[config.mk]
export PLATFORM = sky130hd
export DESIGN_NAME = mem_responder_flat
export DESIGN_NICKNAME = d
export VERILOG_FILES = /design/src/rtl/mem_responder_if.sv /design/src/rtl/mem_responder.sv /design/src/flat_wrapper.sv
export SDC_FILE = /design/constraint.sdc
export NUM_CORES = 1
export LEC_CHECK = 0
export BUFFER_PORTS_ARGS = -buffer_cell sky130_fd_sc_hd__buf_2
export CAP_MARGIN = 10
export CORE_ASPECT_RATIO = 1.5
export CORE_MARGIN = 2
export CORE_UTILIZATION = 44
export CTS_CLUSTER_DIAMETER = 50
export DETAILED_ROUTE_END_ITERATION = 10
export GPL_ROUTABILITY_DRIVEN = 1
export PLACE_DENSITY = 0.84
export SYNTH_ARGS = -nofsm -noshare
export SYNTH_HDL_FRONTEND = slang
export SYNTH_SLANG_ARGS = --single-unit
[constraint.sdc]
create_clock -name clk -period 1.6 [get_ports clk]
set_input_delay 0.32 -clock clk [delete_from_list [all_inputs] [get_ports clk]]
set_output_delay 0.32 -clock clk [all_outputs]
set_load 0.01 [all_outputs]
[src/rtl/mem_responder_if.sv]
// Request/response handshake bundle between the MAR/MDR side and mem_responder.
// master = CPU-side requester, slave = responder.
interface mem_responder_if #(
   parameter int unsigned ADDR_W = 13,
   parameter int unsigned DATA_W = 16
);
   logic              req_valid;
   logic              req_ready;
   logic              req_we;
   logic [ADDR_W-1:0] req_addr;
   logic [DATA_W-1:0] req_wdata;
   logic              rsp_valid;
   logic              rsp_ready;
   logic [DATA_W-1:0] rsp_rdata;
   logic              rsp_err;

   modport master (
      output req_valid, req_we, req_addr, req_wdata, rsp_ready,
      input  req_ready, rsp_valid, rsp_rdata, rsp_err
   );

   modport slave (
      input  req_valid, req_we, req_addr, req_wdata, rsp_ready,
      output req_ready, rsp_valid, rsp_rdata, rsp_err
   );
endinterface

[src/rtl/mem_responder.sv]
// Memory-side responder: one request at a time, fixed wait states on the RAM
// port, range-checked addresses, read data / write ack returned on the rsp side.
module mem_responder #(
   parameter int unsigned       ADDR_W      = 13,
   parameter int unsigned       DATA_W      = 16,
   parameter logic [ADDR_W-1:0] ADDR_MAX    = 'h17FF,
   parameter int unsigned       WAIT_STATES = 1
) (
   input  logic              clk,
   input  logic              rst,
   mem_responder_if.slave    bus,
   output logic              mem_en,
   output logic              mem_we,
   output logic [ADDR_W-1:0] mem_addr,
   output logic [DATA_W-1:0] mem_wdata,
   input  logic [DATA_W-1:0] mem_rdata,
   output logic [15:0]       txn_count
);

   localparam logic [3:0] WS_LOAD = 4'(WAIT_STATES);

   typedef enum logic [1:0] {IDLE, ACCESS, WAIT, RESP} state_t;

   state_t            state, state_nxt;
   logic              we_q;
   logic              err_q;
   logic [3:0]        wait_cnt;
   logic [DATA_W-1:0] rdata_q;
   logic              addr_err;
   logic              accept;
   logic              last_wait;
   logic              resp_done;
   logic              req_ready_c;
   logic              rsp_valid_c;
   logic              mem_en_c;

   assign addr_err = (bus.req_addr > ADDR_MAX);

   always_ff @(posedge clk or negedge rst) begin
      if (!rst) state <= IDLE;
      else      state <= state_nxt;
   end

   always_comb begin
      state_nxt   = state;
      req_ready_c = 1'b0;
      rsp_valid_c = 1'b0;
      mem_en_c    = 1'b0;
      accept      = 1'b0;
      last_wait   = 1'b0;
      resp_done   = 1'b0;
      case (state)
         IDLE: begin
            req_ready_c = 1'b1;
            if (bus.req_valid) begin
               accept    = 1'b1;
               state_nxt = addr_err ? RESP : ACCESS;
            end
         end
         ACCESS: begin
            mem_en_c  = 1'b1;
            state_nxt = WAIT;
         end
         WAIT: begin
            if (wait_cnt == 4'd1) begin
               last_wait = 1'b1;
               state_nxt = RESP;
            end
         end
         RESP: begin
            rsp_valid_c = 1'b1;
            if (bus.rsp_ready) begin
               resp_done = 1'b1;
               state_nxt = IDLE;
            end
         end
         default: state_nxt = IDLE;
      endcase
   end

   // Strobes decode straight from the state so an async reset drops them at once.
   assign mem_en        = mem_en_c;
   assign mem_we        = mem_en_c & we_q;
   assign bus.req_ready = req_ready_c;
   assign bus.rsp_valid = rsp_valid_c;
   assign bus.rsp_rdata = rdata_q;
   assign bus.rsp_err   = err_q;

   always_ff @(posedge clk or negedge rst) begin
      if (!rst) begin
         we_q      <= 1'b0;
         err_q     <= 1'b0;
         wait_cnt  <= '0;
         rdata_q   <= '0;
         mem_addr  <= '0;
         mem_wdata <= '0;
         txn_count <= '0;
      end else begin
         if (accept) begin
            err_q <= addr_err;
            we_q  <= bus.req_we;
            if (addr_err) begin
               rdata_q <= '0;
            end else begin
               // Only in-range requests touch the RAM-side address/data registers.
               mem_addr  <= bus.req_addr;
               mem_wdata <= bus.req_wdata;
            end
         end

         if (mem_en_c)
            wait_cnt <= WS_LOAD;
         else if (state == WAIT)
            wait_cnt <= wait_cnt - 4'd1;

         if (last_wait)
            rdata_q <= we_q ? '0 : mem_rdata;

         if (resp_done && !err_q)
            txn_count <= txn_count + 16'd1;
      end
   end

endmodule

[src/flat_wrapper.sv]
// flat-port wrapper written by rule: the top's interface ports become plain ports
module mem_responder_flat 
#(
   parameter int unsigned       ADDR_W      = 13,
   parameter int unsigned       DATA_W      = 16,
   parameter logic [ADDR_W-1:0] ADDR_MAX    = 'h17FF,
   parameter int unsigned       WAIT_STATES = 1
)
  (clk, rst, mem_en, mem_we, mem_addr, mem_wdata, mem_rdata, txn_count, bus_req_valid, bus_req_we, bus_req_addr, bus_req_wdata, bus_rsp_ready, bus_req_ready, bus_rsp_valid, bus_rsp_rdata, bus_rsp_err);
  mem_responder_if #(.ADDR_W(ADDR_W), .DATA_W(DATA_W)) bus_i ();
  input  logic clk;
  input  logic rst;
  output logic mem_en;
  output logic mem_we;
  output logic [ADDR_W-1:0] mem_addr;
  output logic [DATA_W-1:0] mem_wdata;
  input  logic [DATA_W-1:0] mem_rdata;
  output logic [15:0] txn_count;
  input wire logic [$bits(bus_i.req_valid)-1:0] bus_req_valid;
  input wire logic [$bits(bus_i.req_we)-1:0] bus_req_we;
  input wire logic [$bits(bus_i.req_addr)-1:0] bus_req_addr;
  input wire logic [$bits(bus_i.req_wdata)-1:0] bus_req_wdata;
  input wire logic [$bits(bus_i.rsp_ready)-1:0] bus_rsp_ready;
  output wire logic [$bits(bus_i.req_ready)-1:0] bus_req_ready;
  output wire logic [$bits(bus_i.rsp_valid)-1:0] bus_rsp_valid;
  output wire logic [$bits(bus_i.rsp_rdata)-1:0] bus_rsp_rdata;
  output wire logic [$bits(bus_i.rsp_err)-1:0] bus_rsp_err;
  assign bus_i.req_valid = bus_req_valid;
  assign bus_i.req_we = bus_req_we;
  assign bus_i.req_addr = bus_req_addr;
  assign bus_i.req_wdata = bus_req_wdata;
  assign bus_i.rsp_ready = bus_rsp_ready;
  assign bus_req_ready = bus_i.req_ready;
  assign bus_rsp_valid = bus_i.rsp_valid;
  assign bus_rsp_rdata = bus_i.rsp_rdata;
  assign bus_rsp_err = bus_i.rsp_err;
  mem_responder #(.ADDR_W(ADDR_W), .DATA_W(DATA_W), .ADDR_MAX(ADDR_MAX), .WAIT_STATES(WAIT_STATES)) u_core (.clk(clk), .rst(rst), .bus(bus_i), .mem_en(mem_en), .mem_we(mem_we), .mem_addr(mem_addr), .mem_wdata(mem_wdata), .mem_rdata(mem_rdata), .txn_count(txn_count));
endmodule
== Yosys cells after proc, flatten, opt, wreduce, memory -nomap -nowiden ==
Cells that the tools add are included.
Widths: inputs -> output; s select.

* Equal/unequal tests: 7
* Reduce and logical (&&, ||, !) cells: 9
* Add/subtract/negate cells: 2
* Bitwise operators: 2
* Muxes and demuxes: 20
* $lt $le $gt $ge: 1

{| class="wikitable"
|+ Operators by type and width
! operator !! number
|-
| $mux 16 || 4
|-
| $add 16x1->16 const B || 1
|-
| $gt 13x13->1 const B || 1
|-
| $mux 1 || 9
|-
| $mux 2 || 4
|-
| $mux 4 || 2
|-
| $pmux 2 s4 || 1
|-
| $reduce_bool 2->1 || 3
|-
| $eq 2x2->1 const B || 2
|-
| $eq 4x1->1 const B || 1
|-
| $ne 2x2->1 const B || 2
|-
| $reduce_and 2->1 || 2
|-
| $sub 4x1->4 const B || 1
|-
| $reduce_and 3->1 || 1
|-
| $eq 2x1->1 const B || 1
|-
| $logic_not 2->1 || 1
|-
| $ne 2x1->1 const B || 1
|-
| $and 1x1->1 || 1
|-
| $logic_and 1x1->1 || 1
|-
| $logic_not 1->1 || 1
|-
| $not 1->1 || 1
|}

* Bits in registers: 69
* Logic and storage cells: 49
* Output and inout bits: 66

== Depth between registers and ports, before layout ==
* Depth after elaboration: 5
* Gate-level depth with buffers: 7
* Depth with buffers taken out: 6

== Worst setup path before layout ==
Ideal clock, no wire load.

* Path kind: register -> register
* Start point: register u_core.state[0]
* End point: register u_core.mem_addr[10]
* Buffers on the path: 2
* Data arrival time: 1.582 ns
* Required time: 1.475 ns
* Path slack: -0.107 ns
* Stages on the path, launching flop included: 8
* Cell sequence: dfrtp_1 inv_1 ha_1 nand2_2 a21o_1 buf_6 buf_6 mux2_4

* Longest elaborated chain between the ends: 3

{| class="wikitable"
|+ RTL lines
! item !! line !! source
|-
| start: declaration || mem_responder.sv:24 || <nowiki>state_t state, state_nxt;</nowiki>
|-
| start signal: assignment || mem_responder.sv:41 || <nowiki>else state <= state_nxt;</nowiki>
|-
| $logic_not 2->1 || mem_responder.sv:52 || <nowiki>case (state)</nowiki>
|-
| $mux 1 || mem_responder.sv:52 ||
|-
| $reduce_and 2->1 (no line) || -- ||
|-
| end signal: assignment || mem_responder.sv:106 || <nowiki>mem_addr <= bus.req_addr;</nowiki>
|-
| end: declaration || mem_responder.sv:14 || <nowiki>output logic [ADDR_W-1:0] mem_addr,</nowiki>
|}

Every way passes these cells.
A chain may end at the register's enable or synchronous reset.

== Final worst setup path ==
* Start point: register u_core.state[0]
* End point: output mem_we

* Longest elaborated chain between the ends: 3

{| class="wikitable"
|+ RTL lines
! item !! line !! source
|-
| $eq 2x1->1 || mem_responder.sv:52 ||
|-
| $mux 1 || mem_responder.sv:52 ||
|-
| $and 1x1->1 || mem_responder.sv:83 || <nowiki>assign mem_we = mem_en_c & we_q;</nowiki>
|-
| end: declaration || flat_wrapper.sv:14 || <nowiki>output logic mem_we;</nowiki>
|}

Every way passes these cells.

==> impl_metrics.ini <==
[critical_path]
critical_path.most_common_cell = buf_6
critPathMaxFanout = 6
crit_slowest_cell = dfrtp_1
startpoint_type = flip-flop
arrival_ns = 1.35
slowest_delay_ns = 0.43
path_class = flip-flop to primary output
critPathRequiredTime_ns = 1.28
cp_cell_sequence = buf_6 > ha_4 > and2_4 > buf_6
endpoint_kind = primary output
r2r.worst_path.cells = 5

[cts]
clk_latency_ns = 0.34
cts_buffers = 9
htreeDepth = 3
path_clk_slew_ns = 0.08
cts_buffer_depth = 2
cts_tree = yes
root_buffer = clkbuf_8
cts_sinks = 69

[yosys]
synthCells = 245
ys_ff_latch = 69
synth_top_area_share_pct = 57.1
syn_area_per_cell_sq_um = 12.3
synth_warnings = 0
ys_seq_area_share_pct = 57.1
synth_top_cell_by_area = dfrtp_1
synth_fp_nets = 303
synth.distinct_cells = 29
synth_edf_count = 0
synth_area_sq_um = 3020
asyncSetResetFlopFracSynth_pct = 100
synthTopCellsByArea = dfrtp_1, mux2_4, o21ai_0
synth_ff_type = dfrtp_1

[global_route]
first_global_vias = 2378
gr-total-overflow = 0
grt_antenna_before_repair = 0
grt_pass1_wl_mm = 10.7
grt_util_all_layers_pct = 18.4
grt_max_degree = 61

[sta]
slew_headroom_pct = 72.1
slew_violations = 0
hold_viol = 0
setup_slack_ns = -0.0747
worst_slew_pin_slew_ns = 0.418
min_period_ns = 1.67
grt_setup_unrepaired = yes
max_freq_mhz = 597
setup_violations = 2
clock_skew_ns = 0.0117
finalCritPeriodShare_pct = 105

[power_and_ir_drop]
total_power_mw = 8.09
swShare_pct = 33.3
pwr-share-comb_pct = 41.1
clockPowerShare_pct = 22.1
ir_drop_uv = 890
seq_power_share_pct = 36.8
power_switching_mw = 2.69
p_leak_nw = 2.18
internal_power_mw = 5.40
power.density_nw_per_um2 = 1960

[die]
start_util_pct = 44.7
pin_count = 116
die_area_sq_um = 7560
core_area_sq_um = 6760
num_rows = 37
die_w_um = 71.7
die_y_um = 106

[worst_hold_path]
hp-class = input pin to flip-flop
whs_path_depth = 2

[drt]
dr.first_iter.drc_count = 117
drc = 0
wirelength_mm = 6.91
wl_per_cell_um = 15.0
ant_nets = 0
vias = 2300
drt_pre_antenna_iters = 4
vias_per_cell = 4.99

[place]
post-place-ws_ns = -0.0673
io_buffers = 115
dp_hpwl_mm = 4.75
place_congestion = 0.738

[layout]
final_nets = 435
final_common_cell = buf_2
drive_above_1_share_pct = 49.5
area_growth_pct = 36.6
mostFrequentLayoutCells = buf_2, dfrtp_1, o21ai_0, mux2_4, nand3_1
fill_cells = 539

[flow_run]
drv_cap = 0

[outcome]
violations = negative setup slack
status = finished, violations left
==> state kept, by name (all words and copies together), names as in the netlist <==
| register | count |
|---|---|
| u_core.wait_cnt | 4 |
| u_core.txn_count | 16 |
| u_core.state | 2 |
| u_core.mem_addr | 13 |
| u_core.mem_wdata | 16 |
| u_core.bus.rsp_rdata | 16 |
| u_core.bus.rsp_err | 1 |
| u_core.we_q | 1 |
==> through the flow <==
stage          hold slack, ns  utilization, %  cells  area, sq um  TNS, ns
2_1_floorplan          0.0244               -    245         3040   -0.480
3_3_place_gp            0.193            54.9    434         3710        0
3_5_place_dp            0.198            54.9    434         3710  -0.0673
4_1_cts                 0.182            59.5    454         4020   -0.291
5_1_grt                 0.184            61.1    460         4130   -0.871
6_report                0.201            61.1    461         4130   -0.108
==> final timing paths <==
| path | start | to | slack [ns] |
|---|---|---|---|
| setup reg to reg | u_core.state[0]$_DFFE_PN0P_ | u_core.state[1]$_DFFE_PN0P_ | -0.03 |
| max in group asynchronous | rst | u_core.bus.rsp_rdata[4]$_DFFE_PN0P_ | 0.63 |
| hold / removal | bus_req_addr[8] | u_core.mem_addr[8]$_DFFE_PN0P_ | 0.20 |
| setup / recovery | u_core.state[0]$_DFFE_PN0P_ | mem_we | -0.07 |
| min in group asynchronous | rst | u_core.txn_count[13]$_DFFE_PN0P_ | 0.37 |
| hold reg to reg | u_core.txn_count[15]$_DFFE_PN0P_ | u_core.txn_count[15]$_DFFE_PN0P_ | 0.47 |
==> power by group through the flow <==
stage	clock network, mW	logic, mW	registers, mW
2_1_floorplan	0	1.60	3.22
3_3_place_gp	0	2.85	2.97
3_5_place_dp	0	2.97	3.00
4_1_cts	1.83	3.09	2.98
5_1_grt	1.91	3.68	3.06
6_report	1.79	3.32	2.98
==> worst max-delay path: cells and delay by family, from the launching register on <==
family	cells	cell delay, ns
flops	1	0.43
buf+inv	2	0.25
simple gates	1	0.15
fa+ha+maj	1	0.17
==> Yosys cell counts, types with 2 or more instances <==
cell type,number
nand3_1,20
nor3_1,2
o21ai_0,22
nand4_1,7
ha_1,8
xnor2_1,10
and3_1,4
clkbuf_1,5
mux2_4,20
inv_1,7
nand2b_1,16
nor2_1,12
buf_6,3
mux2_2,9
nand2_1,14
xor2_1,5
dfrtp_1,69
==> layout make-up <==
class / instances / area [sq um] / share of cell area, %
inverters: 7 / 26.3 / 0.636
well taps: 78 / 97.6 / 2.36
multi-input cells: 160 / 1260 / 30.5
diodes: 1 / 2.50 / 0.0606
flip-flops and latches: 69 / 1730 / 41.8
clock buffers: 11 / 151 / 3.67
clock inverters: 5 / 106 / 2.57
repair buffers: 130 / 761 / 18.4
==> cell families (layout without fill, tap and decap cells) <==
group,count (synthesis),count (layout),synth area share (%)
and+or+nand+nor,81,81,14.0
DFF,69,69,57.1
muxes,31,31,14.0
AOI/OAI and AO/OA,25,25,4.39
buffers and inverters,16,153,2.86
xor gates and xnor gates,15,15,4.35
adders and majority gates,8,8,3.31
other,0,1,0
==> timing repair <==
action,4_1_cts,5_1_grt
setup endpoints to repair,18,48
hold buffers,1,0
endpoints found under the hold margin,9,0
pin swaps,3,3
buffers inserted,3,4
gates resized for setup,5,15
cloned,0,2
==> routing by layer <==
layer | vias up | GRT usage [%] | part of all wire, %
met4 | 0 | 7.82 | 1.7
met2 | 90 | 30.7 | 51
met1 | 1096 | 20.7 | 40
met5 | - | 0 | 0
met3 | 11 | 6.79 | 7.6
li1 | 1103 | - | -
Power figures use the tool's default switching activity.
